==> src/rtl/phase_shift_slewer.sv <==
// NCO phase accumulator that applies each new signed phase shift gradually,
// spreading it across 2^SLEW_LOG2 clocks on top of the per-clock frequency step.
module phase_shift_slewer #(
  parameter int SLEW_LOG2 = 4
) (
  input  logic        clk,
  input  logic        reset,
  input  logic [31:0] freq,
  input  logic        shift_ready,
  input  logic [31:0] phase_shift,
  input  logic        phase_load,
  input  logic [31:0] phase_init,
  output logic [31:0] phase_acc,
  output logic        busy,
  output logic        done,
  output logic        overrun
);

  localparam int CW = SLEW_LOG2 + 1;
  localparam logic [CW-1:0] SLEW_LEN = CW'(1) << SLEW_LOG2;
  localparam logic [31:0]   REM_MASK = (32'd1 << SLEW_LOG2) - 32'd1;

  typedef enum logic {IDLE, SLEW} state_t;

  state_t          state_q, state_next;
  logic [CW-1:0]   cnt_q, cnt_next;
  logic [31:0]     step_q, step_next;
  logic [31:0]     rem_q, rem_next;
  logic [31:0]     acc_next;
  logic [31:0]     slew_add;
  logic            ready_q;
  logic            req;
  logic            done_next;
  logic            overrun_next;

  assign req  = shift_ready & ~ready_q;
  assign busy = (state_q == SLEW);

  // The remainder rides on the final step so step*N + rem reproduces the shift exactly.
  always_comb begin
    slew_add = 32'd0;
    if (state_q == SLEW) begin
      if (cnt_q == CW'(1)) slew_add = step_q + rem_q;
      else                 slew_add = step_q;
    end
  end

  always_comb begin
    state_next   = state_q;
    cnt_next     = cnt_q;
    step_next    = step_q;
    rem_next     = rem_q;
    done_next    = 1'b0;
    overrun_next = 1'b0;
    acc_next     = phase_acc + freq + slew_add;

    if (phase_load) begin
      acc_next   = phase_init;
      state_next = IDLE;
      cnt_next   = '0;
    end else begin
      case (state_q)
        IDLE: begin
          if (req) begin
            step_next  = 32'($signed(phase_shift) >>> SLEW_LOG2);
            rem_next   = phase_shift & REM_MASK;
            cnt_next   = SLEW_LEN;
            state_next = SLEW;
          end
        end
        SLEW: begin
          cnt_next     = cnt_q - CW'(1);
          overrun_next = req;
          if (cnt_q == CW'(1)) begin
            state_next = IDLE;
            done_next  = 1'b1;
          end
        end
        default: state_next = IDLE;
      endcase
    end
  end

  // ready_q resets high so a level already asserted at reset release is not a request.
  always_ff @(posedge clk or negedge reset) begin
    if (!reset) begin
      state_q   <= IDLE;
      cnt_q     <= '0;
      step_q    <= '0;
      rem_q     <= '0;
      phase_acc <= '0;
      ready_q   <= 1'b1;
      done      <= 1'b0;
      overrun   <= 1'b0;
    end else begin
      state_q   <= state_next;
      cnt_q     <= cnt_next;
      step_q    <= step_next;
      rem_q     <= rem_next;
      phase_acc <= acc_next;
      ready_q   <= shift_ready;
      done      <= done_next;
      overrun   <= overrun_next;
    end
  end

endmodule

==> config.mk <==
export PLATFORM = sky130hd
export DESIGN_NAME = phase_shift_slewer
export DESIGN_NICKNAME = d
export VERILOG_FILES = /design/src/rtl/phase_shift_slewer.sv
export SDC_FILE = /design/constraint.sdc
export NUM_CORES = 1
export LEC_CHECK = 0
export CAP_MARGIN = 20
export CELL_PAD_IN_SITES_DETAIL_PLACEMENT = 1
export CELL_PAD_IN_SITES_GLOBAL_PLACEMENT = 1
export CORE_MARGIN = 1
export CORE_UTILIZATION = 32
export DETAILED_ROUTE_END_ITERATION = 6
export PLACE_DENSITY_LB_ADDON = 0.1
export RECOVER_POWER = 50
export SETUP_SLACK_MARGIN = 0.1
export SLEW_MARGIN = 20
export SYNTH_ARGS = -nofsm -noshare
export SYNTH_HDL_FRONTEND = slang
export SYNTH_SLANG_ARGS = --single-unit
==> constraint.sdc <==
create_clock -name clk -period 8.1 [get_ports clk]
set_clock_uncertainty 0.05 [all_clocks]
set_input_delay 1.62 -clock clk [delete_from_list [all_inputs] [get_ports clk]]
set_output_delay 1.62 -clock clk [all_outputs]
set_load 0.005 [all_outputs]
==> results of run 1 <==
how the worst min path moves through the flow:
stage	start	to	slack (ps)	cells past startpoint
after detailed placement	rem_q[2]	rem_q[2]	440	1
after floorplan	rem_q[0]	rem_q[0]	410	1
final	rem_q[2]	rem_q[2]	450	1
after CTS	rem_q[2]	rem_q[2]	450	1
after global placement	rem_q[0]	rem_q[0]	440	1
after global routing	rem_q[2]	rem_q[2]	460	1
worst reg2reg max path: cells and delay by family (launching register included):
| family | cells | cell delay, ps |
|---|---|---|
| simple gates | 6 | 2390 |
| fa+ha+maj | 3 | 990 |
| compound gates | 4 | 670 |
| flops | 1 | 400 |
| xor+xnor | 1 | 150 |
| mux | 1 | 150 |
| buf+inv | 1 | 90 |
placed cells by master, fill, tap and decap left out, types with 22 or more instances in the layout:
| cell type | n |
|---|---|
| nand2_1 | 60 |
| mux2_2 | 27 |
| xnor2_1 | 32 |
| a21o_1 | 22 |
| nor2_1 | 35 |
| fa_1 | 33 |
| ha_1 | 36 |
| dfrtp_1 | 71 |
| a21oi_1 | 32 |
| and2_1 | 27 |
| clkdlybuf4s50_1 | 122 |
| inv_1 | 23 |
routing by layer:
| layer | track usage, % | wire length, um |
|---|---|---|
| met1 | 27.25 | 8609 |
| met2 | 33.24 | 8513 |
| met3 | 3.256 | 780 |
| met4 | 6.328 | 197 |
| met5 | 0 | 0 |
sequential cells by signal (all words and copies together), names as in the netlist:
| signal | count |
|---|---|
| rem_q | 4 |
| phase_acc | 32 |
| ready_q | 1 |
| cnt_q | 5 |
| done | 1 |
| busy | 1 |
| overrun | 1 |
| step_q | 28 |
area by class of cell:
cell class / count / area share [%]
multi-input cells: 493 / 50.68
flip-flops and latches: 73 / 23.43
repair buffers: 136 / 17.17
well taps: 229 / 3.670
clock buffers: 13 / 3.334
inverters: 23 / 1.106
clock inverters: 3 / 0.6091
kinds of logic (layout without fill, tap and decap cells):
group                    Yosys count  count (layout)
flip-flops                        73              73
adder cells (fa/ha/maj)           69              69
buffers and inverters             46             175
XOR/XNOR                          48              48
AO/OA/AOI/OAI                    145             145
multiplexers                      38              38
AND/OR/NAND/NOR                  193             193
power by group through the flow:
stage          sequential, mW  combinational (mW)  clock [mW]
6_report                0.616                1.65       0.423
5_1_grt                 0.639                1.85       0.449
4_1_cts                 0.621                1.67       0.442
3_5_place_dp            0.626                1.66           0
3_3_place_gp            0.622                1.62           0
2_1_floorplan           0.596                1.12           0
==> impl_metrics.json, run 1 <==
{
  "initial_core_util_pct": 32.92,
  "syn_nets": 781,
  "antenna_found_initial": 0,
  "nFillCells": 2043,
  "portBuffers": 134,
  "insertedDiodeCount": 0,
  "synth_compound_area_share_pct": 16.86,
  "critPathLaunchType": "input port",
  "cts.repair.resized": 0,
  "cts-root-buf": "clkbuf_16",
  "cp_slowest_cell": "clkbuf_1",
  "overflow": 0,
  "crit_top_cell": "clkbuf_1",
  "stdcell_count": 970,
  "final_nets": 905,
  "yosysTopAreaCell": "dfrtp_1",
  "dieArea_um2": 19150,
  "routed_wl_um": 18100,
  "core_area_um2": 18090,
  "regToRegEndpoint": "phase_acc[31]",
  "synth_fa_ha_area_share_pct": 18.66,
  "irDropWorstVdd_uv": 123.6,
  "max-cap-violations": 2,
  "finalPower_mw": 2.694,
  "critPathTopFamily": "buffers and inverters",
  "rows": 49,
  "hold_viol_final": 0,
  "clk_path_buf_depth": 2,
  "cts_buffers": 9,
  "multi_input_comb_area_um2": 3956,
  "setup_violations": 0,
  "cts_tree": "built",
  "synth_xor_area_share_pct": 7.377,
  "synth_area_per_cell_um2": 9.727,
  "grt_first_pass_wirelength_um": 30160,
  "p_per_area_nw_per_um2": 345.1,
  "yosys.area_share.simple_pct": 16.29,
  "setup_tns_ps": 0,
  "crit_path_start": "phase_load",
  "synth-edff-count": 0,
  "place_area_um2": 7506,
  "drtIter0Drc": 195,
  "p_leak_nw": 3.333,
  "crit_cells": 6,
  "ff2ff_setup_slack_ps": 3070,
  "grt_max_degree": 74,
  "swShare_pct": 43.36,
  "dp_slack_ps": 2741,
  "synthFlopType": "dfrtp_1",
  "min_period_ps": 5606,
  "post_cts_buffers": 0,
  "design_area_um2": 7806,
  "syn_area_um2": 5953,
  "viasPerCell": 5.171,
  "async_flop_share_pct": 100.0,
  "cp_max_fo": 40,
  "vias": 5016,
  "seqPwrFrac_pct": 22.9,
  "synth-warning-count": 0,
  "area_delta_synth_final_pct": 31.13,
  "cts.sinks": 73,
  "rr_startpoint": "cnt_q[1]",
  "ff2ff_path_depth": 16,
  "synth_top_family_by_area": "adder cells",
  "timing.final.ws_setup_ps": 2494,
  "critPathCaptureType": "flip-flop",
  "critPathRequiredTime_ps": 8180,
  "max_freq_ghz": 0.1784,
  "fin_util_pct": 43.16,
  "ys_top_cells_by_area": "dfrtp_1 (30%), fa_1 (11%), ha_1 (7.6%), mux2_2 (5.1%), xnor2_1 (4.7%)",
  "p_switching_mw": 1.168,
  "synthMuxAreaShare_pct": 7.188,
  "rsz0062_at_grt": "no",
  "maxSlewHeadroom_pct": -186.5,
  "intPower_mw": 1.526,
  "dr.pass1.iters": 7,
  "p_comb_share_pct": 61.4,
  "place.gp.congestion": 0.8926,
  "grt_pass1_vias": 5595,
  "whs_ps": 450.2,
  "io_pins": 135,
  "hp-class": "reg2reg",
  "dp.cells": 954,
  "die_w_um": 138.4,
  "synth_cells": 612,
  "power_frac_clock_pct": 15.7,
  "crit_type": "in2reg",
  "synth_most_common_cell": "dfrtp_1",
  "holdBufCountCts": 0,
  "ys_types": 68,
  "drive_gt1_share_pct": 7.962,
  "fp.dieH_um": 138.4,
  "clkLatencyLatePin_ps": 350,
  "slowest_delay_ps": 1420,
  "regArea_um2": 1829,
  "violations": "design-rule violations, max-capacitance violations, max-slew violations",
  "gr-usage-all-layers_pct": 20.23,
  "clkTransAtPathRegs_ps": 60,
  "crit_path_cell_trace": "clkbuf_1 -> clkbuf_1 -> inv_1 -> and3_1 -> a21oi_1 -> o311ai_0",
  "ys_seq_elements": 73,
  "period_share_pct": 69.21,
  "wl_per_cell_um": 18.66,
  "tightest_slew_ps": 4298,
  "cp.arrival_ps": 5690,
  "seq_area_frac_synth_pct": 30.71,
  "path_buf_inv": 3,
  "post-dp-hpwl_um": 14370,
  "synth_top_area_share_pct": 30.26,
  "status": "complete, but fails checks",
  "endpoint": "phase_acc[13]",
  "cts_max_level": 3,
  "drc": 18,
  "synth_common_cells": "dfrtp_1 (72), nand2_1 (60), ha_1 (36)",
  "drv_slew": 115,
  "drt.antenna.violating_nets": 0
}
No activity file was read; power rests on OpenSTA's default activity.
==> run 2, diff against run 1 <==
clock period = 5.1 ns   (was 8.1 ns; I/O delays follow)
==> run 2 against run 1 <==
Net effect:
- the flow still finishes with violations (design-rule violations, max-capacitance violations, max-slew violations)
- combinational power is 65% higher
- total power grew 66%
- sequential share of layout area fell by 0.43 points
- setup slack got worse by 2200 ps
- non-clock buffer count increased by 8
- routed wire length is 4.6% higher
- first-iteration DRC count rose by 33%
- clock-buffer cell count down 3
- cell area rose by 1.8%
- critical path type is now reg2reg
==> impl_metrics.json, run 2 (synthesized netlist as in run 1, its figures left out) <==
{
  "insertedDiodeCount": 0,
  "drt.antenna.violating_nets": 0,
  "max_freq_ghz": 0.2072,
  "setup_violations": 0,
  "final_nets": 913,
  "period_share_pct": 94.63,
  "area_delta_synth_final_pct": 33.46,
  "holdBufCountCts": 0,
  "viasPerCell": 5.288,
  "irDropWorstVdd_uv": 218.0,
  "min_period_ps": 4826,
  "rows": 49,
  "cts_buffers": 9,
  "violations": "design-rule violations, max-capacitance violations, max-slew violations",
  "grt_pass1_vias": 5619,
  "status": "complete, but fails checks",
  "largestRegisters": "phase_acc: 32 flops, step_q: 28 flops, cnt_q: 5 flops",
  "portBuffers": 134,
  "critPathRequiredTime_ps": 5290,
  "setup_tns_ps": 0,
  "wl_met3_um": 770,
  "place.gp.congestion": 0.8589,
  "maxSlewHeadroom_pct": -132.4,
  "fin_util_pct": 43.93,
  "crit_type": "reg2reg",
  "fp.dieH_um": 138.4,
  "post-dp-hpwl_um": 14780,
  "cp_max_fo": 11,
  "nFillCells": 2028,
  "initial_core_util_pct": 32.92,
  "design_area_um2": 7945,
  "clk_path_buf_depth": 2,
  "gr-usage-all-layers_pct": 20.72,
  "wl_met2_um": 8841,
  "dr.pass1.iters": 6,
  "cp.arrival_ps": 5010,
  "drtIter0Drc": 259,
  "critPathLaunchType": "flip-flop",
  "min_delay_path_depth": 1,
  "place_area_um2": 7551,
  "whs_ps": 450.2,
  "finalPower_mw": 4.473,
  "p_switching_mw": 1.948,
  "vias": 5172,
  "max-cap-violations": 2,
  "tightest_slew_ps": 3486,
  "clkTransAtPathRegs_ps": 70,
  "dp_slack_ps": 154.3,
  "dieArea_um2": 19150,
  "top_register": "phase_acc",
  "critPathCaptureType": "flip-flop",
  "hold_viol_final": 0,
  "p_leak_nw": 3.391,
  "drv_slew": 110,
  "met1Wirelength_um": 8904,
  "power_frac_clock_pct": 17.1,
  "io_pins": 135,
  "drive_gt1_share_pct": 9.880,
  "ff2ff_path_depth": 16,
  "rsz0062_at_grt": "no",
  "cts.sinks": 73,
  "drc": 18,
  "cts_tree": "built",
  "dp.cells": 960,
  "timing.final.ws_setup_ps": 274.0,
  "grt_first_pass_wirelength_um": 30620,
  "stdcell_count": 978,
  "cts-root-buf": "clkbuf_16",
  "clkLatencyLatePin_ps": 350,
  "mostFrequentLayoutCells": "clkdlybuf4s50_1 (124), dfrtp_1 (72), nand2_1 (60), nor2_1 (35), ha_1 (35)",
  "routed_wl_um": 18930,
  "swShare_pct": 43.55,
  "p_per_area_nw_per_um2": 563.0,
  "antenna_found_initial": 0,
  "core_area_um2": 18090,
  "grt_max_degree": 74,
  "largest_reg_flops": 32,
  "seqPwrFrac_pct": 22.1,
  "layout_commonest_cell": "clkdlybuf4s50_1",
  "cts_max_level": 3,
  "top_layer": "met4",
  "overflow": 0,
  "die_w_um": 138.4,
  "hp-class": "reg2reg",
  "intPower_mw": 2.525,
  "p_comb_share_pct": 60.7,
  "wl_per_cell_um": 19.36
}
run 2: critical path, cell delays in order, from the launching register on:
cell,delay (ps)
dfrtp_1,400
inv_1,100
ha_1,150
or4b_4,580
a211oi_4,280
nand3_1,130
xnor2_1,140
and2_1,170
fa_1,440
ha_1,390
a21oi_1,300
o221ai_1,200
a2111o_1,450
a21oi_2,200
o21bai_1,150
a2111o_1,440
o221a_2,130
run 2: metal layers:
layer	vias to the layer above	global-route usage [%]
li1	2446	-
met1	2571	27.87
met2	133	33.72
met3	22	3.291
met4	0	7.333
met5	-	0
run 2: area by class of cell:
cell class                      count  area [um2]  area share (%)
Multi-Input combinational cell    493        3995           50.28
Sequential cell                    73        1828           23.01
Timing Repair Buffer              144        1405           17.69
Tap cell                          229       286.5           3.606
Clock buffer                       10       229.0           2.882
Clock inverter                      6       115.1           1.449
Inverter                           23       86.33           1.087
run 2: worst paths after layout:
kind,from,to,slack [ps]
max in group asynchronous,reset,phase_acc[17],1080
worst max register to register,cnt_q[1],phase_acc[23],270
worst min register to register,rem_q[2],rem_q[2],450
worst min-delay path,rem_q[2],rem_q[2],450
min in group asynchronous,reset,phase_acc[0],1950
worst max-delay path,cnt_q[1],phase_acc[23],270
run 2: repair_timing:
item | CTS | global route
setup endpoints to repair | 0 | 8
buffers inserted | 0 | 2
gates resized for setup | 0 | 8
run 2: power by group through the flow:
stage | clock network (mW) | registers, mW | logic [mW]
6_report | 0.767 | 0.989 | 2.72
5_1_grt | 0.799 | 1.03 | 3.02
4_1_cts | 0.785 | 0.997 | 2.70
3_5_place_dp | 0 | 1.01 | 2.67
3_3_place_gp | 0 | 1.00 | 2.62
2_1_floorplan | 0 | 0.947 | 1.78
